`config.mk`:
```
export PLATFORM = sky130hd
export DESIGN_NAME = codec_cfg_sequencer
export DESIGN_NICKNAME = d
export VERILOG_FILES = /design/src/rtl/codec_cfg_pkg.sv /design/src/rtl/i2c_write_engine.sv /design/src/rtl/codec_cfg_sequencer.sv
export SDC_FILE = /design/constraint.sdc
export NUM_CORES = 1
export LEC_CHECK = 0
export BUFFER_PORTS_ARGS = -buffer_cell sky130_fd_sc_hd__buf_4
export CAP_MARGIN = 20
export CORE_MARGIN = 2
export CORE_UTILIZATION = 40
export CTS_CLUSTER_DIAMETER = 60
export DETAILED_ROUTE_END_ITERATION = 8
export SLEW_MARGIN = 25
export SYNTH_ARGS = -nofsm -noshare
export SYNTH_HDL_FRONTEND = slang
export SYNTH_SLANG_ARGS = --single-unit
export TNS_END_PERCENT = 5
```
`constraint.sdc`:
```
create_clock -name i_CLK -period 2.1 [get_ports i_CLK]
set_input_delay 0.42 -clock i_CLK [delete_from_list [all_inputs] [get_ports i_CLK]]
set_output_delay 0.42 -clock i_CLK [all_outputs]
set_load 0.02 [all_outputs]
```
`src/rtl/codec_cfg_pkg.sv`:
```
// Shared constants for the codec configuration sequencer: state codes, I2C frame shape, tick divider.
package codec_cfg_pkg;

  typedef logic [2:0] state_t;

  localparam state_t ST_IDLE  = 3'd0;
  localparam state_t ST_LOAD  = 3'd1;
  localparam state_t ST_START = 3'd2;
  localparam state_t ST_BITS  = 3'd3;
  localparam state_t ST_STOP  = 3'd4;
  localparam state_t ST_GAP   = 3'd5;
  localparam state_t ST_DONE  = 3'd6;
  localparam state_t ST_ERR   = 3'd7;

  localparam int FRAME_BITS    = 27;
  localparam int ACK_SLOT0     = 8;
  localparam int ACK_SLOT1     = 17;
  localparam int ACK_SLOT2     = 26;
  localparam int TICKS_PER_BIT = 4;
  localparam int GAP_TICKS     = 4;

  function automatic int tick_div(input int clk_hz, input int scl_hz);
    return clk_hz / (4 * scl_hz);
  endfunction

endpackage

```
`src/rtl/i2c_write_engine.sv`:
```
// Single 3-byte I2C write: tick divider, START, 27 bit slots with ACK sampling, STOP and bus-free gap.
// Requires DIV >= 2 so the one-clock LOAD between frames never coincides with a tick.
module i2c_write_engine
  import codec_cfg_pkg::*;
#(
  parameter int DIV = 125
) (
  input  logic        i_CLK,
  input  logic        i_NRESET,
  input  logic        run,
  input  logic        go,
  input  logic [23:0] frame,
  input  logic        sda_in,
  output logic        scl,
  output logic        sda_oe,
  output logic        done,
  output logic        nack
);

  localparam int CW = (DIV > 1) ? $clog2(DIV) : 1;

  logic [CW-1:0] div_cnt;
  logic          tick;
  logic          active;
  state_t        phase;
  logic [1:0]    q;
  logic [4:0]    slot;
  logic [23:0]   sr;
  logic          fail;
  logic          is_ack;
  logic          q_last;
  logic          scl_d;
  logic          oe_d;

  // Divider keeps running across LOAD so frames stay on one tick grid.
  assign tick = run && (div_cnt == CW'(DIV - 1));

  always_ff @(posedge i_CLK or negedge i_NRESET) begin
    if (!i_NRESET)         div_cnt <= '0;
    else if (!run || tick) div_cnt <= '0;
    else                   div_cnt <= div_cnt + 1'b1;
  end

  assign is_ack = (slot == 5'(ACK_SLOT0)) || (slot == 5'(ACK_SLOT1)) || (slot == 5'(ACK_SLOT2));
  assign q_last = (phase == ST_GAP) ? (q == 2'(GAP_TICKS - 1)) : (q == 2'(TICKS_PER_BIT - 1));
  assign done   = active && tick && (phase == ST_GAP) && q_last;
  assign nack   = fail;

  always_ff @(posedge i_CLK or negedge i_NRESET) begin
    if (!i_NRESET) begin
      active <= 1'b0;
      phase  <= ST_START;
      q      <= 2'd0;
      slot   <= 5'd0;
      sr     <= '0;
      fail   <= 1'b0;
    end else if (go && !active) begin
      active <= 1'b1;
      phase  <= ST_START;
      q      <= 2'd0;
      slot   <= 5'd0;
      sr     <= frame;
      fail   <= 1'b0;
    end else if (active && tick) begin
      q <= q_last ? 2'd0 : q + 2'd1;
      if (phase == ST_BITS && q == 2'd2 && is_ack && sda_in) fail <= 1'b1;
      if (q_last) begin
        case (phase)
          ST_START: phase <= ST_BITS;
          ST_BITS: begin
            if (is_ack && (fail || slot == 5'(FRAME_BITS - 1))) phase <= ST_STOP;
            else begin
              slot <= slot + 5'd1;
              if (!is_ack) sr <= {sr[22:0], 1'b0};
            end
          end
          ST_STOP: phase <= ST_GAP;
          default: active <= 1'b0;
        endcase
      end
    end
  end

  always_comb begin
    scl_d = 1'b1;
    oe_d  = 1'b0;
    if (active) begin
      case (phase)
        ST_START: begin
          scl_d = (q != 2'd3);
          oe_d  = (q != 2'd0);
        end
        ST_BITS: begin
          scl_d = (q == 2'd1) || (q == 2'd2);
          oe_d  = !is_ack && !sr[23];
        end
        ST_STOP: begin
          scl_d = (q != 2'd0);
          oe_d  = (q < 2'd2);
        end
        default: ;
      endcase
    end
  end

  always_ff @(posedge i_CLK or negedge i_NRESET) begin
    if (!i_NRESET) begin
      scl    <= 1'b1;
      sda_oe <= 1'b0;
    end else begin
      scl    <= scl_d;
      sda_oe <= oe_d;
    end
  end

endmodule

```
`src/rtl/codec_cfg_sequencer.sv`:
```
// Walks the codec register table, one I2C write per entry, and reports done/error.
// Optional CODEC_CFG_RETRY_EN: a NACKed entry is retried up to MAX_RETRY times before aborting.
module codec_cfg_sequencer
  import codec_cfg_pkg::*;
#(
  parameter int         CLK_HZ    = 50_000_000,
  parameter int         SCL_HZ    = 100_000,
  parameter logic [6:0] DEV_ADDR  = 7'h1A,
  parameter int         NUM_REGS  = 10,
  parameter int         MAX_RETRY = 3,
  parameter int         TBL_AW    = $clog2(NUM_REGS)
) (
  input  logic              i_CLK,
  input  logic              i_NRESET,
  input  logic              i_START,
  output logic [TBL_AW-1:0] o_TBL_ADDR,
  input  logic [15:0]       i_TBL_DATA,
  output logic              o_SCL,
  output logic              o_SDA_OE,
  input  logic              i_SDA,
  output logic              o_BUSY,
  output logic              o_DONE,
  output logic              o_ERROR,
  output logic [TBL_AW-1:0] o_ERR_INDEX
);

  localparam int DIV = tick_div(CLK_HZ, SCL_HZ);
  localparam int RW  = (MAX_RETRY > 0) ? $clog2(MAX_RETRY + 1) : 1;
`ifdef CODEC_CFG_RETRY_EN
  localparam int RETRY_LIMIT = MAX_RETRY;
`else
  localparam int RETRY_LIMIT = 0;
`endif

  state_t            state;
  logic [TBL_AW-1:0] idx;
  logic [TBL_AW-1:0] err_idx;
  logic [RW-1:0]     retry;
  logic              done_r;
  logic              err_r;
  logic              busy;
  logic              go;
  logic              eng_done;
  logic              eng_nack;

  // ST_START stands for the whole frame in flight; the engine walks START..GAP itself.
  assign busy = (state == ST_LOAD) || (state == ST_START);
  assign go   = (state == ST_LOAD);

  always_ff @(posedge i_CLK or negedge i_NRESET) begin
    if (!i_NRESET) begin
      state   <= ST_IDLE;
      idx     <= '0;
      err_idx <= '0;
      retry   <= '0;
      done_r  <= 1'b0;
      err_r   <= 1'b0;
    end else begin
      case (state)
        ST_LOAD: state <= ST_START;
        ST_START: begin
          if (eng_done) begin
            if (!eng_nack) begin
              if (idx == TBL_AW'(NUM_REGS - 1)) begin
                state  <= ST_DONE;
                done_r <= 1'b1;
              end else begin
                idx   <= idx + 1'b1;
                retry <= '0;
                state <= ST_LOAD;
              end
            end else if (retry != RW'(RETRY_LIMIT)) begin
              retry <= retry + 1'b1;
              state <= ST_LOAD;
            end else begin
              state   <= ST_ERR;
              err_r   <= 1'b1;
              err_idx <= idx;
            end
          end
        end
        default: begin
          if (i_START) begin
            state  <= ST_LOAD;
            idx    <= '0;
            retry  <= '0;
            done_r <= 1'b0;
            err_r  <= 1'b0;
          end
        end
      endcase
    end
  end

  i2c_write_engine #(.DIV(DIV)) u_eng (
    .i_CLK    (i_CLK),
    .i_NRESET (i_NRESET),
    .run      (busy),
    .go       (go),
    .frame    ({DEV_ADDR, 1'b0, i_TBL_DATA}),
    .sda_in   (i_SDA),
    .scl      (o_SCL),
    .sda_oe   (o_SDA_OE),
    .done     (eng_done),
    .nack     (eng_nack)
  );

  assign o_TBL_ADDR  = idx;
  assign o_BUSY      = busy;
  assign o_DONE      = done_r;
  assign o_ERROR     = err_r;
  assign o_ERR_INDEX = err_idx;

endmodule

```
==> results of run 1 <==
-- timing repair --
action,in CTS,in global routing
resized for setup,0,6
endpoints found under the hold margin,0,0
buffers inserted,0,0
setup endpoints to repair,0,28
-- state kept, by name, summed over array words and instances (netlist names), 2 cells and up --
signal         flops
u_eng.sr          24
u_eng.q            2
retry              2
state              3
u_eng.slot         5
u_eng.div_cnt      7
o_ERR_INDEX        4
o_TBL_ADDR         4
u_eng.phase        3
-- cells by family after synthesis --
group                      count (synthesis)  share of synthesized area [%]
DFF                                       60                          46.46
adders and majority gates                 12                          4.638
and+or+nand+nor                          167                          25.55
buffers and inverters                     37                          5.025
xor gates and xnor gates                  11                          3.208
muxes                                      8                          2.590
AOI/OAI and AO/OA                         61                          12.52
-- layout make-up --
| cell class | count | area (um^2) | share of cell area, % |
|---|---|---|---|
| multi-input combinational | 259 | 1599 | 41.08 |
| sequential | 60 | 1505 | 38.67 |
| timing repair buffer | 51 | 411.6 | 10.58 |
| clock buffer | 11 | 141.4 | 3.632 |
| tap | 102 | 127.6 | 3.279 |
| inverter | 19 | 71.32 | 1.832 |
| clock inverter | 5 | 36.28 | 0.9322 |
-- per-stage QoR --
step	cell area [um^2]	cells	setup WS [ps]
3_5_place_dp	3687	491	64.76
3_3_place_gp	3687	491	104.3
2_1_floorplan	3237	356	93.24
5_1_grt	3892	507	-24.90
6_report	3892	507	113.5
4_1_cts	3865	507	51.36
-- layer usage --
layer  global-route usage [%]  vias up  share of wire (%)
li1                         -     1327                  -
met1                    24.61     1261                 51
met2                    26.79       49                 44
met3                    3.852        8                3.1
met4                    5.072        0                1.3
met5                        0        -                  0
-- cells in the final DEF, fill, tap and decap left out, types with 3 or more instances in the layout --
| cell type | Yosys | layout |
|---|---|---|
| a21oi_1 | 13 | 12 |
| nor2_1 | 36 | 36 |
| clkbuf_8 | 0 | 10 |
| o21ai_0 | 12 | 12 |
| nand2_1 | 71 | 71 |
| buf_4 | 1 | 48 |
| inv_1 | 18 | 18 |
| clkinvlp_4 | 0 | 3 |
| nand4_1 | 3 | 3 |
| nor3_1 | 7 | 6 |
| mux2_2 | 3 | 3 |
| dfrtp_1 | 58 | 57 |
| xor2_1 | 6 | 6 |
| and2_1 | 4 | 4 |
| nand3_1 | 15 | 15 |
| nor4_1 | 5 | 4 |
| a31oi_1 | 17 | 17 |
| mux2i_1 | 5 | 5 |
| and3_1 | 5 | 5 |
| nand2b_1 | 3 | 3 |
| ha_1 | 12 | 12 |
| xnor2_1 | 4 | 4 |
-- worst max-delay path by stage --
| stage | from | cells past startpoint | to | slack (ps) |
|---|---|---|---|---|
| after global routing | u_eng.slot[1] | 9 | u_eng.sr[9] | -20 |
| after global placement | u_eng.slot[0] | 8 | u_eng.sr[6] | 100 |
| after CTS | u_eng.slot[0] | 8 | u_eng.sr[15] | 50 |
| after detailed placement | u_eng.slot[0] | 8 | u_eng.sr[10] | 60 |
| after floorplan | u_eng.slot[0] | 9 | u_eng.sr[10] | 90 |
| final | u_eng.slot[1] | 8 | u_eng.sr[15] | 110 |
-- power groups by stage --
stage	sequential [W]	clock, W	combinational (W)
global placement	0.00120	0	0.0000758
global route	0.00118	0.00103	0.0000865
detailed placement	0.00120	0	0.0000777
floorplan	0.00120	0	0.0000191
finish	0.00118	0.000931	0.0000754
CTS	0.00118	0.000971	0.0000778
==> results by group, run 1 <==
Run status
  – Status: finished, final reports clean

Synthesis
  – Dominant cell type by area after synthesis: dfrtp_1
  – YS warnings: 0
  – Syn Std Cell Area: 3237 um^2
  – Yosys reg bits: 60
  – Area share of the leading cell type in the synthesized netlist: 44.84%
  – Post-synth top cells: 71 x nand2_1, 58 x dfrtp_1, 36 x nor2_1, 18 x inv_1, 17 x a31oi_1
  – Area contributors post-synth: dfrtp_1 45%, nand2_1 8.2%, ha_1 4.6%
  – FFs w/ async S/R, synth: between 90% and 100%
  – Synth Flop Type: dfrtp_1
  – Post-synth EDFFs: 0
  – Synthesized instance count: 356
  – Synth Area per Inst: 9.092 um^2
  – Most frequent cell after synthesis: nand2_1
  – Mapped Nets: 388
  – Synth unique cells: 53
  – Sequential area share after synthesis: 46.46%

Drt
  – Drt wl/cell: around 14 um
  – Detailed Route WL: 6977 um
  – Antenna violation net count after detailed routing: 0
  – Via-per-instance ratio: 5.217
  – DR vias: 2645
  – DRC viols: 0
  – Initial DRC count: 117
  – Drt first pass iters: 4

Layout
  – Layout area overhead: 20.26%
  – Layout cells sized above 1: between 20% and 30%
  – N_diodes: 0
  – Layout filler cell count: 740
  – Final Util: 50.11%
  – Final Net Count: between 400 and 500

Power
  – Peak VDD IR: 0.3898 mV
  – Internal: 0.001670 W
  – Static Leak: between 1.5 and 2 nW
  – Power Total: 0.002185 W
  – NetSw: 0.0005160 W
  – Clock share of power: 42.6%
  – Power density over cell area: 561.5 nW/um^2
  – Switching Fraction: 23.61%
  – Sequential share of power: 54.0%
  – Gate power share: 3.4%

Timing
  – Max Fclk: 503.4 MHz
  – Final period utilization: 94.59%
  – Setup TNS: 0 ps
  – Endpoints failing setup: 0
  – Slew @ Worst Pin: ~450 ps
  – Slew HR: roughly 70%
  – Final Hold Viols: 0
  – RSZ-0062 raised after global routing: yes
  – WHS: 39.63 ps
  – Fin crit period: 1986 ps
  – Fin. max-slew vios: 0
  – Skew final: around 11 ps

Worst setup path
  – Endpoint type of the worst setup path: register
  – CP max-delay cell: or4_1
  – Flop2flop setup slack: approximately 110 ps
  – Crit path kind: register to register
  – Bufs and invs on worst path: 2
  – Crit-path cells: inv_1, ha_1, mux2i_1, a211oi_2, or4_1, buf_6, nand2_1, a31oi_1
  – Worst EP arrival: 2190 ps
  – Crit-path max cell delay: 540 ps
  – Critical R2R Capture: u_eng.sr[15]
  – Req. time, crit path: about 2300 ps
  – Startpoint types: register
  – CP top delay family: simple AND/OR/NAND/NOR gates
  – CP Max Fanout: 24
  – Worst r2r src: u_eng.slot[1]
  – Cell depth of the worst flop-to-flop path: 8

Clock tree
  – Clock transition at path regs: ~70 ps
  – CTS root buffer: clkbuf_8
  – H-tree depth: 3
  – Clock Tree Buf Depth: 2
  – Worst skew pair latency: about 330 ps
  – CTS tree: done
  – Num CTS Buffers: 9
  – CTS sink count: 60
  – # hold bufs at CTS: 0

Floorplan
  – Ports: 33
  – Die area: slightly below 9000 um^2
  – Die H: 93.96 um
  – Core area: 7767 um^2
  – Rows: 32
  – Die Span X: 93.96 um
  – Initial core utilization: 41.67%

Global routing
  – Total GRT Usage: 17.40%
  – First-pass GRT wire length: between 10000 and 15000 um
  – Vias in the first global route: 2583
  – Largest net degree at the start of global routing: 35
  – Initial antenna violation count: 0
  – Global route overflow: 0

Hold path
  – HP Class: input port to async pin

Run
  – Max-cap violations: 0

Placement
  – Hpwl dp: slightly below 5000 um
  – Port bufs: 32
  – Final GP Congestion: 0.8635
Note: power is estimated with default switching activity, not from simulation.
==> run 2: changes to the inputs <==
Settings changed: ABC_AREA set to 1, CAP_MARGIN 20 to 10, CTS_CLUSTER_DIAMETER 60 to unset.
==> run 2 against run 1 <==
Maximum frequency rose by 9.3%. Critical path depth grew 4. Sequential power barely moved. Non-clock buffer count is 15 lower. Final area hardly changed. Worst hold slack improved by 98 ps.
==> results by group, run 2 <==
Synthesis
  – Post-synth top cells: 151 x nand2_1, 58 x dfrtp_1, 39 x inv_1, 30 x nand4_1, 23 x nor2_1
  – Yosys reg bits: 60
  – Largest family of logic cells by synthesized area: simple AND/OR/NAND/NOR gates
  – Area share of xor/xnor cells in the synthesized design: 0.7842%
  – Synth unique cells: 33
  – FFs w/ async S/R, synth: 100.0%
  – YS warnings: 0
  – Post-synthesis compound-gate area fraction: 8.103%
  – Post-synthesis adder-cell area fraction: 4.481%
  – Most frequent cell after synthesis: nand2_1
  – Synthesized instance count: 423
  – Synth Area per Inst: ~7.9 um^2
  – Area contributors post-synth: dfrtp_1 43%, nand2_1 17%, nand4_1 5.6%
  – Syn Std Cell Area: 3351 um^2
  – Sequential area share after synthesis: around 45%
  – Area share of the leading cell type in the synthesized netlist: 43.32%
  – Mux contribution to synthesized area: 0%
  – Post-Synth Simple-Gate Area: 34.43%
  – Synth Flop Type: dfrtp_1
  – Dominant cell type by area after synthesis: dfrtp_1
  – Post-synth EDFFs: 0
  – Mapped Nets: between 400 and 500

Worst setup path
  – CP Max Fanout: 23
  – Startpoint types: register
  – Crit path kind: register to register
  – Worst EP arrival: 2100 ps
  – Worst r2r src: u_eng.slot[0]
  – Req. time, crit path: between 2000 and 2500 ps
  – Endpoint type of the worst setup path: register
  – CP Launch Point: u_eng.slot[0]

Layout
  – Largest register by flop count: u_eng.sr
  – Post-route cell area: 3891 um^2
  – Registers with the most flip-flops: u_eng.sr (24), u_eng.div_cnt (7), u_eng.slot (5)
  – Most frequent cells in the layout: 151 x nand2_1, 58 x dfrtp_1, 39 x inv_1
  – Layout cells sized above 1: 18.40%
  – Layout area overhead: 16.13%
  – N_diodes: 0
  – Layout filler cell count: 821
  – Most common cell after layout, fill and taps aside: nand2_1
  – Max reg flops: 24
  – Final Net Count: 489

Timing
  – Fin crit period: approximately 1800 ps
  – Slew @ Worst Pin: about 770 ps
  – Endpoints failing setup: 0
  – Max Fclk: 550.1 MHz
  – RSZ-0062 raised after global routing: no
  – Fin. max-slew vios: 0
  – Final period utilization: 86.57%
  – Slew HR: 48.46%
  – Skew final: around 12 ps
  – Setup TNS: 0 ps
  – Final Hold Viols: 0

Clock tree
  – CTS sink count: 60
  – Num CTS Buffers: 9
  – Cts repair resizes: 0
  – Clock Tree Buf Depth: 2
  – CTS tree: done
  – H-tree depth: 3
  – CTS root buffer: clkbuf_8
  – Post-CTS Setup Repair Bufs: 0
  – # hold bufs at CTS: 0
  – Worst skew pair latency: 340 ps
  – Clock transition at path regs: 70 ps

Floorplan
  – Die area: ~9100 um^2
  – Initial core utilization: roughly two fifths
  – Rows: 33
  – Die H: about 96 um
  – Core area: 8175 um^2
  – Ports: 33
  – Die Span X: 95.53 um

Run status
  – Status: finished, final reports clean

Drt
  – Antenna violation net count after detailed routing: 0
  – Detailed Route WL: slightly below 7000 um
  – DRC viols: 0
  – Via-per-instance ratio: between 4 and 5
  – Drt first pass iters: 4
  – DR vias: approximately 2800
  – Initial DRC count: about 180
  – Drt wl/cell: 12.22 um

Placement
  – Final GP Congestion: between 0.7 and 0.8
  – Port bufs: 32
  – Hpwl dp: 4554 um
  – Area post-placement: 3675 um^2

Global routing
  – Total GRT Usage: 17.69%
  – Vias in the first global route: 2747
  – Global route overflow: 0
  – First-pass GRT wire length: 12620 um
  – Largest net degree at the start of global routing: 61
  – Initial antenna violation count: 0

Power
  – Power density over cell area: between 600 and 700 nW/um^2
  – Static Leak: 1.914 nW
  – Peak VDD IR: 0.2746 mV

Hold path
  – HP Class: input port to async pin

Run
  – Max-cap violations: 0
## run 2: cell types whose count changed after synthesis, moves of 6 or more
cell and change:
or2_2 +6, clkbuf_1 -11, nand2_1 +80, a31oi_1 -16, o21ai_1 +12, inv_1 +21, buf_2 +6, nor2_1 -13
nand4_1 +27, nand2_2 +7
## run 2: kinds of logic (layout without fill, tap and decap cells)
group / after synthesis / in the layout
AO/OA/AOI/OAI: 44 / 44
XOR/XNOR: 3 / 3
flip-flops: 60 / 60
AND/OR/NAND/NOR: 247 / 247
buffers and inverters: 57 / 96
adder cells (fa/ha/maj): 12 / 12
## run 2: critical path, stage by stage, from the launching register on
cell     delay (ps)
dfrtp_1         410
inv_1            90
ha_1            190
nand2_1          60
inv_1            40
nand2_2          80
nand3_4         110
nand2_2          90
nand2_2          60
nand2_4          90
buf_4           280
nand4_1         130
nand2_1          90
## run 2: final cells by class
class | count | area [um^2] | area share [%]
inverter | 44 | 165.2 | 4.244
tap | 105 | 131.4 | 3.376
clock buffer | 11 | 141.4 | 3.633
clock inverter | 5 | 75.07 | 1.929
multi-input combinational | 306 | 1604 | 41.22
timing repair buffer | 36 | 270.3 | 6.945
sequential | 60 | 1504 | 38.65
## run 2: power by group
| group | switching [W] | internal, W |
|---|---|---|
| registers | 0 | 0.00116 |
| clock network | 0.000455 | 0.000695 |
| logic | 0.0000274 | 0.0000220 |
## run 2: worst paths after layout
path | to | slack, ps | cells after the start
hold / removal | u_eng.div_cnt[6] | 140 | 1
setup / recovery | u_eng.sr[19] | 280 | 12
hold reg to reg | u_eng.phase[1] | 470 | 2
max in group asynchronous | u_eng.phase[2] | 1420 | 1
min in group i_CLK | u_eng.sr[0] | 280 | 3
setup reg to reg | u_eng.sr[19] | 280 | 12
## run 2: metal layers
metal,wire length [um],GRT usage [%]
met1,3215,22.07
met2,3235,28.90
met3,338,4.664
met4,136,7.500
met5,0,0
## run 2: metrics by stage
step                setup WS [ps]  utilization [%]  total power [W]  cells  hold WS (ps)
floorplan                   511.3                -         0.001178    423         124.4
global placement            305.7            44.95         0.001229    551         449.8
detailed placement          280.6            44.95         0.001230    551         455.0
CTS                         258.0            47.60         0.002400    567         173.4
global route                75.93            47.60         0.002458    567         213.5
finish                      282.0            47.60         0.002355    567         138.1
